<file path="src/rtl/local_bus_word_target.sv">
// local_bus_word_target
//   Word-wide (16-bit) peripheral target on a 32-bit local bus. A selected transfer
//   start is latched and run through SETUP, STROBE, ACK and RECOVER. The peripheral
//   sees one chip select, upper/lower data strobes and 16-bit write data. The
//   initiator gets a one-cycle TACKn with the peripheral read data replicated onto
//   both halves of D_OUT. Long and line requests are serviced as a single upper-word
//   transfer; splitting them is left to the initiator.
//
// Optional feature: define TIMEOUT_EN to add an 8-bit STROBE timeout. When it expires
//   the cycle ends with TEAn instead of TACKn. Without it, TEAn is tied high.
//
// Parameters
//   WAIT_MIN  minimum STROBE cycles (1..15)
//   TIMEOUT   STROBE cycles before bus error (16..255, TIMEOUT_EN only)
//
// Ports
//   CLK40     local bus clock; all logic on the rising edge
//   RESETn    synchronous active-low reset
//   TSn, SEL  transfer start (active-low) and address-decode hit
//   RnW, SIZ, A, D_IN  request attributes and write data, latched at start
//   D_OUT, D_OE        read data and its drive enable
//   TACKn, TEAn        transfer acknowledge / error acknowledge (active-low)
//   PORTSIZE           word-port indication, combinationally equal to SEL
//   P_CSn, P_UDSn, P_LDSn, P_RnW, P_WDATA  peripheral strobes, direction, write data
//   P_RDATA, P_RDYn    peripheral read data and ready (active-low)
module local_bus_word_target #(
    parameter int unsigned WAIT_MIN = 2,
    parameter int unsigned TIMEOUT  = 255
) (
    input  logic        CLK40,
    input  logic        RESETn,
    input  logic        TSn,
    input  logic        SEL,
    input  logic        RnW,
    input  logic [1:0]  SIZ,
    input  logic [1:0]  A,
    input  logic [31:0] D_IN,
    output logic [31:0] D_OUT,
    output logic        D_OE,
    output logic        TACKn,
    output logic        TEAn,
    output logic        PORTSIZE,
    output logic        P_CSn,
    output logic        P_UDSn,
    output logic        P_LDSn,
    output logic        P_RnW,
    output logic [15:0] P_WDATA,
    input  logic [15:0] P_RDATA,
    input  logic        P_RDYn
);

    if (WAIT_MIN < 1 || WAIT_MIN > 15 || TIMEOUT < 16 || TIMEOUT > 255) begin : g_bad_param
        $error("local_bus_word_target: WAIT_MIN or TIMEOUT out of range");
    end

    typedef enum logic [2:0] {StIdle, StSetup, StStrobe, StAck, StRecover} state_t;

    state_t      state;
    logic        rnw_q;
    logic [1:0]  siz_q;
    logic [1:0]  a_q;
    logic [31:0] din_q;
    logic [3:0]  wait_cnt;

    logic        start;
    logic        is_byte;
    logic [15:0] half_word;
    logic [7:0]  byte_sel;
    logic [15:0] wdata_sel;
    logic        uds_n_sel;
    logic        lds_n_sel;
    logic        rdy;

    assign PORTSIZE = SEL;
    assign start    = !TSn && SEL;
    assign is_byte  = (siz_q == 2'b01);

    // Byte and word requests pick their half by A[1]; long and line always use the
    // upper word.
    assign half_word = (a_q[1] && (siz_q == 2'b01 || siz_q == 2'b10)) ? din_q[15:0]
                                                                      : din_q[31:16];
    // Big-endian lanes: A[0]=0 is the upper byte of the selected half.
    assign byte_sel  = a_q[0] ? half_word[7:0] : half_word[15:8];
    assign wdata_sel = is_byte ? {byte_sel, byte_sel} : half_word;
    assign uds_n_sel = is_byte && a_q[0];
    assign lds_n_sel = is_byte && !a_q[0];

    assign rdy = (wait_cnt >= 4'(WAIT_MIN - 1)) && !P_RDYn;

`ifdef TIMEOUT_EN
    logic [7:0] tmo_cnt;
    logic       tea_q;
    assign TEAn = tea_q;
`else
    assign TEAn = 1'b1;
`endif

    always_ff @(posedge CLK40) begin
        if (!RESETn) begin
            state    <= StIdle;
            rnw_q    <= 1'b1;
            siz_q    <= 2'b00;
            a_q      <= 2'b00;
            din_q    <= 32'h0;
            wait_cnt <= 4'h0;
            TACKn    <= 1'b1;
            D_OE     <= 1'b0;
            D_OUT    <= 32'h0;
            P_CSn    <= 1'b1;
            P_UDSn   <= 1'b1;
            P_LDSn   <= 1'b1;
            P_RnW    <= 1'b1;
            P_WDATA  <= 16'h0;
`ifdef TIMEOUT_EN
            tmo_cnt  <= 8'h0;
            tea_q    <= 1'b1;
`endif
        end else begin
            case (state)
                // The edge that ends RECOVER behaves as an idle edge, so a new
                // start can be taken there for back-to-back transfers.
                StIdle, StRecover: begin
                    if (start) begin
                        state <= StSetup;
                        rnw_q <= RnW;
                        siz_q <= SIZ;
                        a_q   <= A;
                        din_q <= D_IN;
                    end else begin
                        state <= StIdle;
                    end
                end
                StSetup: begin
                    state    <= StStrobe;
                    P_CSn    <= 1'b0;
                    P_UDSn   <= uds_n_sel;
                    P_LDSn   <= lds_n_sel;
                    P_RnW    <= rnw_q;
                    P_WDATA  <= wdata_sel;
                    wait_cnt <= 4'h0;
`ifdef TIMEOUT_EN
                    tmo_cnt  <= 8'h0;
`endif
                end
                StStrobe: begin
                    if (rdy) begin
                        state   <= StAck;
                        TACKn   <= 1'b0;
                        D_OUT   <= {P_RDATA, P_RDATA};
                        D_OE    <= rnw_q;
                        P_CSn   <= 1'b1;
                        P_UDSn  <= 1'b1;
                        P_LDSn  <= 1'b1;
                        P_RnW   <= 1'b1;
                        P_WDATA <= 16'h0;
                    end
`ifdef TIMEOUT_EN
                    else if (tmo_cnt == 8'(TIMEOUT - 1)) begin
                        state   <= StAck;
                        tea_q   <= 1'b0;
                        D_OUT   <= rnw_q ? 32'hFFFF_FFFF : 32'h0;
                        D_OE    <= rnw_q;
                        P_CSn   <= 1'b1;
                        P_UDSn  <= 1'b1;
                        P_LDSn  <= 1'b1;
                        P_RnW   <= 1'b1;
                        P_WDATA <= 16'h0;
                    end
`endif
                    else begin
                        // Saturate so a long wait never wraps below WAIT_MIN-1.
                        if (wait_cnt != 4'hF) begin
                            wait_cnt <= wait_cnt + 4'd1;
                        end
`ifdef TIMEOUT_EN
                        tmo_cnt <= tmo_cnt + 8'd1;
`endif
                    end
                end
                StAck: begin
                    state <= StRecover;
                    TACKn <= 1'b1;
                    D_OE  <= 1'b0;
                    D_OUT <= 32'h0;
`ifdef TIMEOUT_EN
                    tea_q <= 1'b1;
`endif
                end
                default: state <= StIdle;
            endcase
        end
    end

endmodule
</file>
<file path="config.mk">
export PLATFORM = sky130hd
export DESIGN_NAME = local_bus_word_target
export DESIGN_NICKNAME = d
export VERILOG_FILES = /design/src/rtl/local_bus_word_target.sv
export SDC_FILE = /design/constraint.sdc
export NUM_CORES = 1
export LEC_CHECK = 0
export CORE_MARGIN = 5
export CORE_UTILIZATION = 50
export DETAILED_ROUTE_END_ITERATION = 10
export PLACE_DENSITY = 0.95
export SKIP_LAST_GASP = 1
export SYNTH_ARGS = -nofsm -noshare
export SYNTH_HDL_FRONTEND = slang
export SYNTH_SLANG_ARGS = --single-unit
</file>
<file path="constraint.sdc">
create_clock -name CLK40 -period 3.67 [get_ports CLK40]
set_input_delay 0.367 -clock CLK40 [delete_from_list [all_inputs] [get_ports CLK40]]
set_output_delay 0.367 -clock CLK40 [all_outputs]
set_load 0.01 [all_outputs]
</file>
==> After elaboration in Yosys (flattened, before gate mapping) <==
Index checks and enable logic that the tools add are counted.
{ "word_totals": {"register_bits": 98, "out_inout_bits": 56, "inputBits": 58, "elab_cells": 65} }
{ "op_classes": {"eq_ne": 10, "n_lt_le_gt_ge": 1, "n_reduce_logical": 17, "muxes": 22, "add_sub_neg": 1} }
{ "ops": {"columns": ["cell", "n"], "rows": [
  ["one-hot mux 32 bit (2 select lines)", 1],
  ["two-way mux 16 bit", 3],
  ["two-way mux 32 bit", 1],
  ["one-hot mux 16 bit (2 select lines)", 1],
  ["one-hot mux 1 bit (2 select lines)", 6],
  ["one-hot mux 3 bit (4 select lines)", 1],
  ["two-way mux 4 bit", 2],
  ["two-way mux 8 bit", 1],
  ["one-hot mux 4 bit (2 select lines)", 1],
  ["equality test 3 x 2 -> 1 bit (second input constant)", 2],
  ["inequality test 2 bit (second input constant)", 3],
  ["AND reduction 2 bit", 3],
  ["logical AND 1 bit", 5],
  ["adder 4 x 1 -> 4 bit (second input constant)", 1],
  ["greater-or-equal comparator 4 x 1 -> 1 bit (second input constant)", 1],
  ["two-way mux 1 bit", 4],
  ["inequality test 4 bit (second input constant)", 1],
  ["nonzero test 2 bit", 2],
  ["equality test 3 x 1 -> 1 bit (second input constant)", 1],
  ["equality test 3 bit (second input constant)", 1],
  ["zero test 1 bit", 3],
  ["zero test 3 bit", 1],
  ["two-way mux 3 bit", 1],
  ["AND reduction 3 bit", 1],
  ["4 further kinds", 4]
]} }

==> Logic depth before layout (Yosys ltp) <==
{ "depth": {"word_depth": 7, "mapped_depth": 8, "mapped_depth_nobuf": 6} }

==> Worst setup path before layout <==
OpenSTA, ideal clock, no wires.
{ "synth_timing": {"path_type": "register to register", "from": "register siz_q[1]", "to": "register P_WDATA[13]", "arrival_ns": 1.681, "slack_ns": 1.872, "period_less_slack_ns": 1.798, "setup_time_ns": 0.117, "n_path_buf": 2, "required_ns": 3.553, "stages_incl_launch_ff": 9, "cell_sequence": "dfxtp_1 -> inv_1 -> ha_1 -> nand2b_1 -> buf_2 -> buf_2 -> mux2i_1 -> nand2_1 -> a32o_1"} }
{ "synth_via": {"elab_chain_cells": 7, "elab_cells_between_ends": 8, "cone_classes": "eq/ne: 2; mux: 4; reduce/logical: 2"} }
{ "synth_lines": {"columns": ["element", "line", "source"], "rows": [
  ["from (decl)", "60", "logic [1:0] siz_q;"],
  ["from (signal assigned)", "102", "siz_q <= 2'b00;"],
  ["from (signal assigned)", "126", "siz_q <= SIZ;"],
  ["equality test 2 x 1 -> 1 bit / equality test 2 bit (equally long branches)", "76, 80", null],
  ["logical OR 1 bit", "80", "assign half_word = (a_q[1] && (siz_q == 2'b01 || siz_q == 2'b10)) ? din_q[15:0]"],
  ["logical AND 1 bit", "80", null],
  ["two-way mux 16 bit", "80", null],
  ["two-way mux 8 bit", "83", "assign byte_sel = a_q[0] ? half_word[7:0] : half_word[15:8];"],
  ["two-way mux 16 bit (*)", "84", "assign wdata_sel = is_byte ? {byte_sel, byte_sel} : half_word;"],
  ["one-hot mux 16 bit (2 select lines) (*)", "119", "case (state)"],
  ["to (signal assigned)", "139", "P_WDATA <= wdata_sel;"],
  ["to (decl)", "47", "output logic [15:0] P_WDATA,"]
]} }
Mark *: on every way between the ends. The rest lies on a longest branch, timed or not.
A chain may end at the register's enable or synchronous reset.

==> Worst setup path after layout <==
{ "layout_timing": {"from": "register siz_q[1]", "to": "register P_WDATA[7]"} }
The elaborated chain is that of the path after synthesis.

==> results.txt <==
The post-layout minimum cycle time came out at around 2300 ps. The proportion of netlist area held by the largest area contributor is between 40% and 50%. When the netlist entered floorplanning its net count stood at 463. The final number of hold-violating endpoints is 0. The starting utilization of the core area is 51.6%. Hold repair after CTS inserted 0 buffers. Setup repair after global routing left no endpoint under its margin. The post-route cell area came out at around 4700 µm². In this run, placement finished with an instance count of roughly 570. The number of nets in the layout is between 500 and 600. The count of H-tree levels built during CTS is 3.

The portion of the clock cycle consumed by the worst path in the final layout is about 63%. The worst-case clock skew came out at roughly 15 ps. The number of buffer and inverter stages on the critical path is 1.

The clock latency of the later-clocked register in the worst-skew pair is 360 ps. The via count is between 3000 and 4000. In this design, the largest share of critical-path delay is due to simple AND/OR/NAND/NOR gates.

The non-filler instance count after layout is 585. The register bit count reported by yosys came out at a little over 80. For this run, design rule violations remaining after detail routing come to 0. The height of the die is ~94 µm. The max-capacitance violation count is 0. The share of power burned in the clock network is ~35%. The root buffer cell chosen for the clock tree is clkbuf_8. The path with the worst hold slack has its endpoint at a_q[1].

The tightest min-delay check is of the flip-flop to flip-flop type. In the final layout, the multi-input gates occupy roughly 1600 µm². The maximum number of pins on one net before global-route repair came out at between 50 and 60. The number of clock sinks seen by CTS is 82. The Yosys step of the flow raised 0 warnings. After the first detailed-routing iteration, the DRC count stood at 186. The number of optimization iterations in the first detailed-route pass came out at 5. By count the netlist is led by nand2_1, dfxtp_1, a21oi_1. Counting every instance in the synthesized netlist gives ~400. The internal cell power came out at roughly 1.3 mW. The half-perimeter wire length after detailed placement came out at 6790 µm. The number of flops mapped to enable cells by yosys came out at 0.

The number of buffers created by CTS is 9. The number of antenna diodes in the final layout is 0. The startpoint identified for the worst register-to-register timing path is siz_q[1]. The post-layout worst setup margin is about 1300 ps. The width of the die came out at 94.0 µm. TritonCTS built the clock tree.

The cell count of the worst reg-to-reg path came out at 6. The power share of the combinational group is roughly an eighth. The critical path is of the flip-flop to flip-flop type. STA classifies the critical path endpoint as a flip-flop. The share of total power consumed by net switching came out at a little over a quarter.

The register area came out at between 1500 and 2000 µm². The area growth from synthesis to layout is 33.4%. The buffer depth of the longest clock path came out at 2. The number of antenna violations at the first check in global routing is 0. The stage delay of the slowest cell on the critical path is approximately 750 ps. The flop-to-flop setup slack came out at about 1300 ps.

The boundary pin count came out at 114. The weighted congestion at the end of routability-driven global placement is about 0.86. The signal on the critical path passes through inv_1 > ha_1 > nand2b_1 > mux2i_1 > nand2_1 > a32o_1. In this run the cell area of the synthesized design comes to 3530 µm². The areal power density over the cells is approximately 370 nW/µm². Registers are responsible for between 50 and 60% of the overall power. The launching element type of the critical path is a flip-flop.

Ranked by total cell area, the synthesized netlist is headed by dfxtp_1, nand2_1, mux2i_1, a21oi_1, a32o_1. After synthesis, the netlist uses 38 different library cells. Once the clock tree was built, the setup fixing pass inserted 0 buffers. The worst voltage drop across the vdd grid is approximately 0.22 mV. The number of nets still failing antenna checks after routing is 0. The average vias per placed instance is about 5.3.

In the global route stage, overall resource usage came out at between 20% and 30%. The core area is about 6800 µm². The clock transition at the registers of the reported paths came out at around 90 ps. nand2_1 is the most common cell in the netlist.

The critical path required time came out at 3930 ps. In this run the tightest slew margin relative to its limit is approximately 25%. Summing all placed instances gives a cell area of ~4500 µm².

After global routing the overflow that remains totals 0. The number of max-slew violations in the final report is 0. The number of endpoints failing setup at the final stage came out at 0.

The worst-case hold slack is 459 ps. The end of the worst register-to-register path is P_WDATA[7]. The per-instance average area after synthesis came out at a little under 9 µm². The switching power came out at ~0.47 mW. The post-detailed-routing wire length came out at roughly 9600 µm. Among all flip-flop cells after synthesis, the most frequent one is dfxtp_1. The share of flip-flops with an asynchronous set or reset after synthesis came out at 0%. The first-pass GRT wire length came out at 15200 µm. The number of global-route vias before repair is approximately 3100. The synthesized design spends more area on one cell type than any other, namely dfxtp_1. Along the worst hold path, the cell count comes to 2. In this run the worst path has a maximum fanout of 16.

The number of rows in the core area came out at 30. The static leakage came out at 1.85 nW. The share of synthesized area occupied by flip-flops and latches came out at about 47%.

Port buffering added 112 buffers. The pre-CTS worst setup slack came out at 1300 ps. The filler cells instantiated in the layout total a little over 500. The number of cells upsized or downsized after cts came out at 0. The average routed wire per standard cell is 16.4 µm.

The startpoint identified for the worst hold timing path is a_q[1]. The arrival time at the worst endpoint came out at 2580 ps. The accumulated negative setup slack is 0 ps.

The flow ran to the end, and the final reports show no timing, DRC or antenna violations. The standard cell with the maximum stage delay on the critical path is nand2b_1. The upper clock frequency limit is roughly 430 MHz. The die outline area came out at 8830 µm². Of the cells placed in the final design, the portion with a size suffix greater than 1 is between 5 and 6%. The actual transition at the worst max-transition pin came out at between 1000 and 1500 ps.
==> cell families (layout without fill, tap and decap cells) <==
family,count (synthesis),in the layout,synth area share (%)
and+or+nand+nor,168,168,22.0
adders and majority gates,4,4,1.42
muxes,33,33,9.37
xor gates and xnor gates,3,3,0.745
buffers and inverters,47,135,8.06
AOI/OAI and AO/OA,63,63,11.7
other,1,1,0.106
DFF,82,82,46.6
==> state kept, by name (all words and copies together) (netlist names) <==
signal and cells:
din_q 32, D_OUT 16, P_WDATA 16, wait_cnt 4
state 3, a_q 2, siz_q 2, D_OE 1
P_CSn 1, P_LDSn 1, P_RnW 1, P_UDSn 1
TACKn 1, rnw_q 1
==> cell usage in the layout (no fill, tap or decap), types with 9 or more instances in the layout <==
| cell type | count |
|---|---|
| clkbuf_8 | 9 |
| a32o_1 | 16 |
| and2_1 | 12 |
| nor2_1 | 25 |
| mux2i_1 | 33 |
| dfxtp_1 | 82 |
| clkdlybuf4s50_1 | 112 |
| nand2_1 | 108 |
| a21oi_1 | 38 |
==> power groups by stage <==
| stage | clock network (mW) | logic, mW | registers, mW |
|---|---|---|---|
| CTS | 0.602 | 0.203 | 0.936 |
| finish | 0.601 | 0.205 | 0.937 |
| global placement | 0 | 0.193 | 0.955 |
| detailed placement | 0 | 0.200 | 0.957 |
| global route | 0.650 | 0.219 | 0.940 |
| floorplan | 0 | 0.105 | 0.954 |
==> tightest hold or removal path: stages (launching register included) <==
cell	delay (ps)
dfxtp_1	310
nand2_1	50
a21oi_1	50
==> per-stage QoR <==
step,power [mW],util (%)
final,1.74,68.8
after global routing,1.81,68.8
after CTS,1.74,68.8
after detailed placement,1.16,66.2
after global placement,1.15,66.2
after floorplan,1.06,-
==> per-layer routing <==
| layer | routed length [µm] | GRT usage, % | vias to the layer above |
|---|---|---|---|
| met1 | 3750 | 25.1 | 1440 |
| met3 | 477 | 4.09 | 34 |
| met4 | 396 | 12.5 | 0 |
| li1 | - | - | 1494 |
| met2 | 4990 | 37.8 | 122 |
| met5 | 0 | 0 | - |
==> layout make-up <==
class / instances / area share (%)
well taps: 96 / 2.55
multi-input cells: 272 / 34.2
inverters: 5 / 0.399
repair buffers: 114 / 24.2
clock buffers: 9 / 2.63
clock inverters: 7 / 1.17
flip-flops and latches: 82 / 34.9
==> worst max-delay path by stage <==
| stage | cells past startpoint | endpoint | from |
|---|---|---|---|
| floorplan | 8 | P_WDATA[13] | siz_q[1] |
| global placement | 4 | din_q[29] | SEL |
| detailed placement | 4 | din_q[10] | SEL |
| CTS | 6 | P_WDATA[7] | siz_q[1] |
| global route | 6 | P_WDATA[11] | siz_q[1] |
| finish | 6 | P_WDATA[7] | siz_q[1] |
Power figures use the tool's default switching activity.
==> RTL edit, RTL diff (config.mk and constraints unchanged) <==
Re-encode `state_t` (5 states) as one-hot, 5 bits wide.
--- a/src/rtl/local_bus_word_target.sv
+++ b/src/rtl/local_bus_word_target.sv
@@ -55,3 +55,3 @@
 
-    typedef enum logic [2:0] {StIdle, StSetup, StStrobe, StAck, StRecover} state_t;
+    typedef enum logic [4:0] {StIdle = 5'b00001, StSetup = 5'b00010, StStrobe = 5'b00100, StAck = 5'b01000, StRecover = 5'b10000} state_t;
 
Check against the original RTL: same outputs for any inputs over 10 cycles, from zero or initial values and one cycle with RESETn low; not proved beyond that.
==> RTL edit against the original RTL <==
Count of clock-buffer cells in the layout stayed put; routed wire length is 6.2% lower; design area is 1.3% higher; total power rose by 6.8%; sequential share of layout area grew 0.38 points; first-iteration DRC count is 14% lower; worst setup slack gained 0.032 ns; synthesized area about the same; utilization up 0.92 points; sequential cell count up 2; critical endpoint is now P_WDATA[4]$_SDFFE_PN0P_.
==> RTL edit: results (changes against the original RTL) <==
| Metric | Value |
|---|---|
| Worst EP arrival | `2.54 ns (was 2.58 ns)` |
| Hold WS | `0.4588 ns (was 0.4587 ns)` |
| Nonclk inv count | `6 (was 5)` |
| Worst-Margin Slew | `0.9794 ns (was 1.121 ns)` |
| WHS Endpoint | `din_q[17]$_SDFFE_PN0P_ (was a_q[1]$_SDFFE_PN0P_)` |
| VDD IR-drop max | `0.2227 mV (was 0.2248 mV)` |
| Multi-input gate count | `265 (was 272)` |
| Final #Nets | `544 (was 546)` |
| GPL Wtd Cong | `0.8251 (was 0.8636)` |
| Seq/total area | `35.29% (was 34.91%)` |
| Outcome | `finished clean (unchanged)` |
| Buffer share of cell area | `24.16% (about the same)` |
| All-layer global routing usage | `20.62% (was 21.89%)` |
| Fillcell total | `509 (was 504)` |
| Largest net degree at the start of global routing | `42 (was 54)` |
| Final Skew | `0.008280 ns (was 0.01471 ns)` |
| Initial drt markers | `160 (was 186)` |
| Clock-cell share | `4.806% (was 3.805%)` |
| M1 WL | `3962 um (was 3749 um)` |
| Sequential share of the synthesized area | `47.66% (was 46.56%)` |
| Post-place instance area | `0.004536 sq mm (was 0.004523 sq mm)` |
| Routed vias/inst | `5.283 (was 5.282)` |
| Wire per inst | `15.46 um (was 16.43 um)` |
| Synth cell types | `49 (was 38)` |
| Placed wire-length estimate | `6805 um (was 6795 um)` |
| Final cell count without fillers | `583 (was 585)` |
| Synth cell count leaders | `113 x nand2_1, 84 x dfxtp_1, 43 x a21oi_1 (was 108 x nand2_1, 82 x dfxtp_1, 38 x a21oi_1)` |
| Number of global-route vias before repair | `2996 (was 3135)` |
| Met3 WL | `578 um (was 477 um)` |
| Final core utilization | `69.74% (was 68.83%)` |
| Placed Cells | `567 (was 569)` |
==> RTL edit: changes by cell type in the layout (fill, tap and decap cells not counted), sizes merged, moves of 4 or more <==
cell,change
and2,-11
a22o,+12
mux2i,-19
nand2,+4
nor2,-16
a21oi,+5
==> RTL edit: worst max-delay path, stage by stage, from the launching register on <==
cell and delay [ns]:
dfxtp_1 0.33, inv_1 0.04, ha_1 0.25, nand2b_1 0.74
mux2i_1 0.43, nand2_1 0.11, a32o_1 0.27
==> RTL edit: where the power goes <==
| group | internal, uW | switching [uW] |
|---|---|---|
| Sequential | 932 | 12.5 |
| Clock | 394 | 358 |
| Combinational | 86.6 | 77.4 |
| Total | 1410 | 448 |
==> RTL edit: cells by family (layout without fill, tap and decap cells) <==
group	Yosys count	after routing	share of synthesized area [%]
muxes	16	16	4.610
buffers and inverters	46	138	8.120
DFF	84	84	47.66
adders and majority gates	4	4	1.418
other	1	1	0.1063
xor gates and xnor gates	3	3	0.7448
AOI/OAI and AO/OA	88	88	17.48
and+or+nand+nor	153	153	19.86
